**src/rtl/ray_pkg.sv**
```systemverilog
`default_nettype none
// ============================================================================
// Module      : ray_pkg
// Description : Shared Q16.16 widths and generator state encoding.
// Revision    : 1.0 - initial release
// ============================================================================
package ray_pkg;

    localparam int WORD_W = 32;
    localparam int FRAC_W = 16;
    localparam int PIX_W  = 16;

    typedef logic [WORD_W-1:0] q16_t;

    typedef enum logic [1:0] {
        IDLE  = 2'd0,
        ISSUE = 2'd1,
        WAIT  = 2'd2,
        OUT   = 2'd3
    } gen_state_t;

endpackage
`default_nettype wire

```
**src/rtl/ray_scan_counter.sv**
```systemverilog
`default_nettype none
// ============================================================================
// Module      : ray_scan_counter
// Description : Raster pixel/row counter with row-end and frame-end detect.
// Revision    : 1.0 - initial release
// ============================================================================
module ray_scan_counter
    import ray_pkg::*;
#(
    parameter int IMG_W = 640,
    parameter int IMG_H = 480
) (
    input  logic             clk,
    input  logic             rst_n,
    input  logic             i_clear,
    input  logic             i_advance,
    output logic [PIX_W-1:0] o_px,
    output logic [PIX_W-1:0] o_py,
    output logic             o_row_end,
    output logic             o_frame_end
);

    localparam logic [PIX_W-1:0] c_last_x = PIX_W'(IMG_W - 1);
    localparam logic [PIX_W-1:0] c_last_y = PIX_W'(IMG_H - 1);

    logic [PIX_W-1:0] r_px;
    logic [PIX_W-1:0] r_py;

    assign o_px        = r_px;
    assign o_py        = r_py;
    assign o_row_end   = (r_px == c_last_x);
    assign o_frame_end = o_row_end && (r_py == c_last_y);

    always_ff @(posedge clk or negedge rst_n) begin
        if (!rst_n) begin
            r_px <= '0;
            r_py <= '0;
        end else if (i_clear) begin
            r_px <= '0;
            r_py <= '0;
        end else if (i_advance) begin
            if (!o_row_end) begin
                r_px <= r_px + 1'b1;
            end else begin
                r_px <= '0;
                r_py <= o_frame_end ? '0 : r_py + 1'b1;
            end
        end
    end

endmodule
`default_nettype wire

```
**src/rtl/ray_generator.sv**
```systemverilog
`default_nettype none
// ============================================================================
// Module      : ray_generator
// Description : Raster ray generator; issues each pixel direction to an
//               external normalize stage and presents the result downstream.
// Revision    : 1.0 - initial release
// ============================================================================
module ray_generator
    import ray_pkg::*;
#(
    parameter int IMG_W = 640,
    parameter int IMG_H = 480
) (
    input  logic              clk,
    input  logic              rst_n,
    input  logic              start,
    input  logic [WORD_W-1:0] left_x,
    input  logic [WORD_W-1:0] top_y,
    input  logic [WORD_W-1:0] step_x,
    input  logic [WORD_W-1:0] step_y,
    input  logic [WORD_W-1:0] focal_z,
    output logic              busy,
    output logic              done,
    output logic [WORD_W-1:0] norm_vx,
    output logic [WORD_W-1:0] norm_vy,
    output logic [WORD_W-1:0] norm_vz,
    output logic              norm_start,
    input  logic              norm_finish,
    input  logic [WORD_W-1:0] norm_rx,
    input  logic [WORD_W-1:0] norm_ry,
    input  logic [WORD_W-1:0] norm_rz,
    output logic              ray_valid,
    input  logic              ray_ready,
    output logic [PIX_W-1:0]  ray_px,
    output logic [PIX_W-1:0]  ray_py,
    output logic [WORD_W-1:0] ray_dx,
    output logic [WORD_W-1:0] ray_dy,
    output logic [WORD_W-1:0] ray_dz
);

    gen_state_t       r_state;
    gen_state_t       w_state_nxt;
    q16_t             r_left_x;
    q16_t             r_step_x;
    q16_t             r_step_y;
    q16_t             r_focal_z;
    q16_t             r_cur_x;
    q16_t             r_cur_y;
    logic             r_wait_first;
    logic             r_done;
    logic             w_accept;
    logic             w_capture;
    logic             w_xfer;
    logic [PIX_W-1:0] w_px;
    logic [PIX_W-1:0] w_py;
    logic             w_row_end;
    logic             w_frame_end;

    // The first WAIT cycle may still see the previous request's finish level.
    assign w_accept  = (r_state == IDLE) && start;
    assign w_capture = (r_state == WAIT) && !r_wait_first && norm_finish;
    assign w_xfer    = (r_state == OUT) && ray_ready;

    assign busy       = (r_state != IDLE);
    assign done       = r_done;
    assign norm_start = (r_state == ISSUE);
    assign ray_valid  = (r_state == OUT);
    assign norm_vx    = r_cur_x;
    assign norm_vy    = r_cur_y;
    assign norm_vz    = r_focal_z;

    ray_scan_counter #(
        .IMG_W (IMG_W),
        .IMG_H (IMG_H)
    ) u_scan (
        .clk         (clk),
        .rst_n       (rst_n),
        .i_clear     (w_accept),
        .i_advance   (w_xfer),
        .o_px        (w_px),
        .o_py        (w_py),
        .o_row_end   (w_row_end),
        .o_frame_end (w_frame_end)
    );

    always_ff @(posedge clk or negedge rst_n) begin
        if (!rst_n) begin
            r_state <= IDLE;
        end else begin
            r_state <= w_state_nxt;
        end
    end

    always_comb begin
        w_state_nxt = r_state;
        case (r_state)
            IDLE:    if (start) w_state_nxt = ISSUE;
            ISSUE:   w_state_nxt = WAIT;
            WAIT:    if (w_capture) w_state_nxt = OUT;
            OUT:     if (ray_ready) w_state_nxt = w_frame_end ? IDLE : ISSUE;
            default: w_state_nxt = IDLE;
        endcase
    end

    always_ff @(posedge clk or negedge rst_n) begin
        if (!rst_n) begin
            r_left_x     <= '0;
            r_step_x     <= '0;
            r_step_y     <= '0;
            r_focal_z    <= '0;
            r_cur_x      <= '0;
            r_cur_y      <= '0;
            r_wait_first <= 1'b0;
            r_done       <= 1'b0;
            ray_px       <= '0;
            ray_py       <= '0;
            ray_dx       <= '0;
            ray_dy       <= '0;
            ray_dz       <= '0;
        end else begin
            r_wait_first <= (r_state == ISSUE);
            r_done       <= w_xfer && w_frame_end;
            if (w_accept) begin
                r_left_x  <= left_x;
                r_step_x  <= step_x;
                r_step_y  <= step_y;
                r_focal_z <= focal_z;
                r_cur_x   <= left_x;
                r_cur_y   <= top_y;
            end
            if (w_capture) begin
                ray_px <= w_px;
                ray_py <= w_py;
                ray_dx <= norm_rx;
                ray_dy <= norm_ry;
                ray_dz <= norm_rz;
            end
            // Rows descend in y: each new row subtracts the vertical pitch.
            if (w_xfer && !w_frame_end) begin
                if (!w_row_end) begin
                    r_cur_x <= r_cur_x + r_step_x;
                end else begin
                    r_cur_x <= r_left_x;
                    r_cur_y <= r_cur_y - r_step_y;
                end
            end
        end
    end

endmodule
`default_nettype wire

```
**config.mk**
```make
export PLATFORM = sky130hd
export DESIGN_NAME = ray_generator
export DESIGN_NICKNAME = d
export VERILOG_FILES = /design/src/rtl/ray_pkg.sv /design/src/rtl/ray_scan_counter.sv /design/src/rtl/ray_generator.sv
export SDC_FILE = /design/constraint.sdc
export NUM_CORES = 1
export LEC_CHECK = 0
export BUFFER_PORTS_ARGS = -buffer_cell sky130_fd_sc_hd__buf_2
export CORE_ASPECT_RATIO = 0.6
export CORE_MARGIN = 5
export CORE_UTILIZATION = 48
export CTS_CLUSTER_DIAMETER = 80
export DETAILED_ROUTE_END_ITERATION = 12
export PLACE_DENSITY = 0.79
export SLEW_MARGIN = 20
export SYNTH_ARGS = -nofsm -noshare
export SYNTH_HDL_FRONTEND = slang
export SYNTH_SLANG_ARGS = --single-unit
export TNS_END_PERCENT = 50
```
**constraint.sdc**
```tcl
create_clock -name clk -period 2.7 [get_ports clk]
set_input_delay 0.54 -clock clk [delete_from_list [all_inputs] [get_ports clk]]
set_output_delay 0.54 -clock clk [all_outputs]
set_load 0.1 [all_outputs]
```
== Yosys cells after proc, flatten, opt, wreduce, memory -nomap -nowiden ==
Index checks and enable logic that the tools add are counted.

* Add/sub/neg operators: 4
* Eq/ne operators: 8
* Muxes and demuxes: 18
* Reduce and logical (&&, ||, !) cells: 16

{| class="wikitable"
|+ Operator list
! cell !! number
|-
| $mux W32 || 6
|-
| $mux W16 || 7
|-
| $add A16 B1 Y16 const B || 2
|-
| $add A32 B32 Y32 || 1
|-
| $sub A32 B32 Y32 || 1
|-
| $eq A16 B10 Y1 const B || 1
|-
| $eq A16 B9 Y1 const B || 1
|-
| $pmux W2 S4 || 1
|-
| $reduce_bool A2 Y1 || 4
|-
| $logic_and A1 B1 Y1 || 7
|-
| $mux W2 || 3
|-
| $eq A2 B2 Y1 const B || 2
|-
| $ne A2 B2 Y1 const B || 2
|-
| $reduce_and A3 Y1 || 1
|-
| $eq A2 B1 Y1 const B || 1
|-
| $logic_not A1 Y1 || 2
|-
| $logic_not A2 Y1 || 1
|-
| $ne A2 B1 Y1 const B || 1
|-
| $reduce_and A2 Y1 || 1
|-
| $mux W1 || 1
|}

* Register bits after elaboration: 356
* Input port bits: 261
* Output and inout bits: 228

== Longest topological paths before layout ==
Gate-level depths: netlist (run 1).

* Depth after elaboration: 6
* Mapped depth: 12
* Gate-level depth less buffers: 12

== By module ==
A second synthesis (run 1) with hierarchy kept.

* Cells, all modules: 1,862
* Area, all modules: 18,067.3 um^2

{| class="wikitable"
|+ By module, submodules not included
! module !! times used !! cells each !! area an instance (um^2) !! sequential area each (um^2)
|-
| ray_generator || 1 || 1,648 || 16,139.2 || 8,107.8
|-
| ray_scan_counter || 1 || 214 || 1,928.1 || 800.8
|}

== Worst setup path before layout (run 1) ==
Ideal clock, no wire load.

* Path type: register to register
* From: register r_cur_x[0], in the netlist norm_vx[0]
* To: register r_cur_x[28], in the netlist norm_vx[28]
* Setup time: 0.137 ns
* Arrival time: 3.387 ns
* Data required time: 2.563 ns
* Path slack: -0.823 ns
* Stages on the path, launching flop included: 12
* Clock period less this slack: 3.523 ns
* Path through: dfrtp_1 > ha_1 > fa_1 > a21o_1 > a2111oi_0 > o31ai_1 > a21oi_1 > o21ba_2 > nor3b_1 > a311oi_1 > xor2_1 > o21ai_1

* Word-level cells in the longest chain between the ends: 3

{| class="wikitable"
|+ RTL lines
! what !! line !! text
|-
| start: declaration || ray_generator.sv:47 || <nowiki>q16_t r_cur_x;</nowiki>
|-
| start signal: assignment || ray_generator.sv:128 || <nowiki>r_cur_x <= left_x;</nowiki>
|-
| start signal: assignment || ray_generator.sv:141 || <nowiki>r_cur_x <= r_cur_x + r_step_x;</nowiki>
|-
| start signal: assignment || ray_generator.sv:143 || <nowiki>r_cur_x <= r_left_x;</nowiki>
|-
| $add A32 B32 Y32 || ray_generator.sv:141 ||
|-
| $mux W32 || ray_generator.sv:140 || <nowiki>if (!w_row_end) begin</nowiki>
|-
| $mux W32 || ray_generator.sv:139 || <nowiki>if (w_xfer && !w_frame_end) begin</nowiki>
|}

No other way between the ends.
A chain may end at the register's enable or synchronous reset.

== Final worst setup path (run 1) ==
* From: register r_cur_y[1], in the netlist norm_vy[1]
* To: register r_cur_y[23], in the netlist norm_vy[23]

* Word-level cells in the longest chain between the ends: 3

{| class="wikitable"
|+ RTL lines
! what !! line !! text
|-
| start: declaration || ray_generator.sv:48 || <nowiki>q16_t r_cur_y;</nowiki>
|-
| start signal: assignment || ray_generator.sv:129 || <nowiki>r_cur_y <= top_y;</nowiki>
|-
| start signal: assignment || ray_generator.sv:144 || <nowiki>r_cur_y <= r_cur_y - r_step_y;</nowiki>
|-
| $sub A32 B32 Y32 || ray_generator.sv:144 ||
|-
| $mux W32 || ray_generator.sv:140 ||
|-
| $mux W32 || ray_generator.sv:139 ||
|}

No other way between the ends.

==> results_dict.tcl, run 1 <==
set metrics [dict create \
    avgRoutedWirePerCell_um 19.8 \
    start_util 0.485 \
    rsz0062_at_grt "true" \
    violations "negative setup slack" \
    numPortBuffers 488 \
    finalHoldViolations 0 \
    finalCritPeriodShare 1.07 \
    synth.avg_cell_area_sq_um 10.1 \
    grt_max_degree 97 \
    reg2reg_slack_ns -0.18 \
    drt-total-wl_mm 55.2 \
    ys_seq_area_frac 0.506 \
    synth-seq-cells 356 \
    min_period_ns 2.88 \
    cp-endpoint "norm_vy[23]" \
    setup_viol 9 \
    core_area_sq_um 36300 \
    crit_path_start "norm_vy[1]" \
    clock_path_buffers 3 \
    crit_arrival_ns 3.29 \
    fillers 2937 \
    grt_pass1_wl_mm 84.4 \
    area_growth_pct 30.6 \
    hp-class "in -> async" \
    grt_pass1_vias 15300 \
    status "finished, violations left" \
    cts.clk_slew.worst_paths_ns 0.06 \
    clk_latency_ns 0.53 \
    die_y_um 158 \
    drive_gt1_frac 0.384 \
    synthesis.area_sq_um 17600 \
    cts.htree.levels 2 \
    syn_nets 2075 \
    drv_cap 0 \
    holdBufCountCts 0 \
    end_kind "flip-flop" \
    grt_remaining_overflow 0 \
    place_congestion 0.891 \
    antenna_left 0 \
    viasPerCell 5.43 \
    die_area_sq_um 40700 \
    synth_cell_types 77 \
    drv_slew 0 \
    critical_path_class "reg -> reg" \
    reg2regPathDepth 10 \
    synth_edf_count 0 \
    critPathMaxFanout 3 \
    startpoint_type "flip-flop" \
    fmax_ghz 0.348 \
    worstReg2RegStart "norm_vy[1]" \
    synth-warning-count 0 \
    ios 489 \
    worstPathRequired_ns 3.11 \
    design_area_sq_um 23000 \
    clock_skew_ns 0.0162 \
    first_pass_iters 6 \
    track_usage 0.258 \
    synthCells 1743 \
    slew_headroom 0.573 \
    synth_flop_cell "dfrtp_1" \
    nets 2612 \
    root_buffer "clkbuf_16" \
    worstMarginPinSlew_ns 0.640 \
    rows 54 \
    drt_iter0_drc 1320 \
    dpl_cell_area_sq_um 21400 \
    antenna_found_initial 14 \
    cts_tree "built" \
    synthArstFlopShare 1.00 \
    cts_sinks 356 \
    vias 15200 \
    cts_buffers 36 \
    drc_errors 0 \
    r2r_end "norm_vy[23]" \
    timing.final.ws_setup_ns -0.177 \
    die_w_um 257 \
    dpl.hpwl_mm 41.7 \
]
==> synth_stat cells, types with 9 or more instances <==
library cell,number,share of area
nand3_1,25,0.0071
mux2i_1,34,0.019
inv_1,48,0.010
and3_1,20,0.0071
and2_1,9,0.0032
mux2_2,128,0.082
o21ai_1,26,0.0074
xnor2_1,36,0.018
a211oi_1,22,0.0094
a21o_1,45,0.019
nand4_1,11,0.0039
dfrtp_1,356,0.51
buf_1,14,0.0030
o21a_1,9,0.0038
a21oi_1,93,0.026
clkbuf_1,63,0.013
a31oi_1,24,0.0085
xor2_1,39,0.019
nor2_1,69,0.015
nand2_1,401,0.085
ha_1,69,0.049
nor3_1,10,0.0028
o21ai_0,72,0.020
==> layer usage <==
layer	global-route usage	vias to the layer above	routed length, um
li1	-	7100	-
met1	0.351	7364	23600
met2	0.411	583	25600
met3	0.0639	107	4270
met4	0.0848	4	1720
met5	0	-	33
==> stage by stage <==
step,util,std cells,hold slack [ns],setup TNS [ns],worst slack [ns]
6_report,0.634,2791,0.0202,-0.730,-0.177
2_1_floorplan,-,1743,0.244,-1.81,-0.249
5_1_grt,0.634,2789,0.0415,-2.34,-0.272
4_1_cts,0.627,2777,0.0142,-0.493,-0.132
3_3_place_gp,0.589,2705,0.451,-0.801,-0.169
3_5_place_dp,0.589,2705,0.458,-1.55,-0.326
==> sequential cells by signal (all words and copies together), names as in the netlist <==
name          flops
done              1
ray_dy           32
norm_vy          32
r_left_x         32
r_step_x         32
u_scan.o_py      16
norm_vz          32
ray_dz           32
norm_vx          32
ray_px           16
ray_py           16
r_wait_first      1
ray_dx           32
r_step_y         32
u_scan.o_px      16
r_state           2
==> kinds of logic after synthesis <==
kind of cell | synth area share
AO/OA/AOI/OAI | 0.128
buffers and inverters | 0.0299
adder cells (fa/ha/maj) | 0.0513
AND/OR/NAND/NOR | 0.147
XOR/XNOR | 0.0373
multiplexers | 0.101
flip-flops | 0.506
==> final cells by class <==
class / count / area (sq um) / area share
diodes: 9 / 22.5 / 0.000979
clock buffers: 51 / 1070 / 0.0465
clock inverters: 13 / 185 / 0.00805
inverters: 48 / 180 / 0.00784
multi-input cells: 1253 / 8590 / 0.374
flip-flops and latches: 356 / 8970 / 0.390
well taps: 476 / 596 / 0.0259
repair buffers: 585 / 3370 / 0.147
==> timing repair <==
action | in CTS | in global routing
endpoints found under the setup margin | 15 | 36
gates resized for setup | 15 | 34
buffers inserted | 8 | 5
pin swaps | 14 | 16
==> placed cells by master, fill, tap and decap left out, drive strengths merged, types with 6 or more instances in the layout <==
master	n
nand3	29
nand2	401
inv	49
buf	584
xor2	39
diode	9
or3	8
ha	69
clkbuf	52
a21oi	93
o221ai	7
a31oi	25
o31ai	6
o21ai	100
dfrtp	356
o21bai	7
a211oi	25
nor2	69
o21a	9
a21o	45
mux2	128
mux2i	34
nand4	12
and3	20
clkinv	7
xnor2	36
nor3	10
nand2b	6
and2	9
==> worst max-delay path, cell delays in order (launching register included) <==
cell      delay (ns)
dfrtp_4         0.49
ha_4            0.21
nor2b_4         0.12
o31a_1          0.27
o31a_1          0.30
a211oi_4        0.35
a21oi_2         0.11
or4_4           0.45
a31oi_4         0.19
xnor2_1         0.08
a21o_1          0.17
==> worst min-delay path by stage <==
stage	slack [ns]	from	cells past startpoint	to
floorplan	0.24	rst_n	0	done
global placement	0.45	norm_vz[1]	2	norm_vz[1]
detailed placement	0.46	norm_vz[3]	2	norm_vz[3]
CTS	0.01	rst_n	1	norm_vz[3]
global route	0.04	rst_n	1	norm_vz[3]
finish	0.02	rst_n	1	norm_vz[3]
Power of run 1 is left out: the tool's default activity adds up to more than one toggle a clock period on the data nets, which glitch-free logic cannot reach.
==> inputs of run 2 (changes only) <==
--- a/config.mk
+++ b/config.mk
@@ -12,6 +12,7 @@
 export CTS_CLUSTER_DIAMETER = 80
 export DETAILED_ROUTE_END_ITERATION = 12
 export PLACE_DENSITY = 0.79
+export SKIP_CTS_REPAIR_TIMING = 1
 export SLEW_MARGIN = 20
 export SYNTH_ARGS = -nofsm -noshare
 export SYNTH_HDL_FRONTEND = slang
==> run 2 against run 1 <==
Compared with the run above:
- the run still ends with negative setup slack left
- global-route usage decreased by 0.17 points
- highest routed layer unchanged
- wire length decreased by 0.11%
- first-iteration DRC count increased by 3.2%
- hold slack got worse by 0.0032 ns
==> results_dict.tcl, run 2 (synthesis results as in run 1) <==
set metrics [dict create \
    setup_viol 10 \
    drive_gt1_frac 0.382 \
    grt_max_degree 97 \
    track_usage 0.256 \
    cts_buffers 36 \
    finalCritPeriodShare 1.08 \
    nets 2608 \
    cts_sinks 356 \
    rows 54 \
    worstReg2RegStart "norm_vy[1]" \
    final_common_cell "buf_2" \
    startpoint_type "flip-flop" \
    avgRoutedWirePerCell_um 19.8 \
    fillers 2943 \
    cts.htree.levels 2 \
    r2r_end "norm_vy[29]" \
    hp-class "in -> async" \
    die_y_um 158 \
    reg2regPathDepth 11 \
    drt_iter0_drc 1362 \
    drc_errors 0 \
    core_area_sq_um 36300 \
    min_period_ns 2.90 \
    cts_tree "built" \
    timing.final.ws_setup_ns -0.203 \
    root_buffer "clkbuf_16" \
    area_growth_pct 30.5 \
    critPathMaxFanout 3 \
    die_w_um 257 \
    antenna_found_initial 14 \
    dpl.hpwl_mm 41.7 \
    status "finished, violations left" \
    clk_latency_ns 0.53 \
    final_cell_mix "486 x buf_2, 400 x nand2_1, 323 x dfrtp_1" \
    vias 15200 \
    start_util 0.485 \
    worstPathRequired_ns 3.11 \
    finalHoldViolations 0 \
    ios 489 \
    worst_hold_slack_ns 0.0170 \
    numPortBuffers 488 \
    first_pass_iters 7 \
    clock_path_buffers 3 \
    die_area_sq_um 40700 \
    reg2reg_slack_ns -0.20 \
    critical_path_class "reg -> reg" \
    rsz0062_at_grt "true" \
    drv_cap 0 \
    seq_area_sq_um 8970 \
    drv_slew 0 \
    drt-total-wl_mm 55.2 \
    clock_skew_ns 0.0156 \
    antenna_left 0 \
    crit_arrival_ns 3.31 \
    end_kind "flip-flop" \
    cts.clk_slew.worst_paths_ns 0.06 \
    fmax_ghz 0.345 \
    place_congestion 0.891 \
    multi_input_area_sq_um 8610 \
    grt_pass1_wl_mm 83.9 \
    grt_remaining_overflow 0 \
    slew_headroom 0.577 \
    viasPerCell 5.46 \
    grt_pass1_vias 15200 \
    worstMarginPinSlew_ns 0.635 \
    violations "negative setup slack" \
]
[run 2: cell count changes in the layout (fill, tap and decap cells not counted), sizes merged]
cell / before / now
buf: 584 / 580
diode: 9 / 8
[run 2: stage by stage]
stage	util	setup TNS [ns]	area (sq um)	instances	setup WS, ns
2_1_floorplan	-	-1.81	17800	1743	-0.249
3_3_place_gp	0.589	-0.801	21400	2705	-0.169
3_5_place_dp	0.589	-1.55	21400	2705	-0.326
4_1_cts	0.623	-1.81	22600	2769	-0.345
5_1_grt	0.633	-2.93	23000	2785	-0.336
6_report	0.633	-1.13	23000	2786	-0.203
[run 2: critical path, stage by stage (launching register included)]
cell	delay (ns)
dfrtp_4	0.48
ha_4	0.21
nor2b_4	0.12
o31a_1	0.26
o31a_1	0.30
a211oi_4	0.35
buf_6	0.16
a211oi_4	0.05
or4_4	0.44
a31oi_4	0.14
xnor2_1	0.08
a21o_1	0.18
[run 2: final cells by class]
cell class / instances / share of cell area
Inverter: 48 / 0.00784
Multi-Input combinational cell: 1253 / 0.375
Tap cell: 476 / 0.0259
Clock buffer: 51 / 0.0466
Clock inverter: 13 / 0.00806
Antenna cell: 8 / 0.000871
Timing Repair Buffer: 581 / 0.146
Sequential cell: 356 / 0.391
[run 2: worst max path at each step]
stage	startpoint	to	slack [ns]
floorplan	norm_vy[1]	norm_vy[23]	-0.25
global placement	norm_vy[9]	norm_vy[23]	-0.17
detailed placement	norm_vy[9]	norm_vy[23]	-0.33
CTS	norm_vy[9]	norm_vy[23]	-0.34
global route	norm_vx[0]	norm_vx[28]	-0.34
finish	norm_vy[1]	norm_vy[29]	-0.20
[run 2: layer usage]
layer / vias up / wire length [um] / track usage / part of all wire
li1: 7097 / - / - / -
met1: 7415 / 23500 / 0.351 / 0.43
met2: 588 / 25600 / 0.408 / 0.46
met3: 110 / 4300 / 0.0626 / 0.078
met4: 4 / 1720 / 0.0833 / 0.031
met5: - / 33 / 0 / 0.00060
Power of run 2 is left out for the same reason.
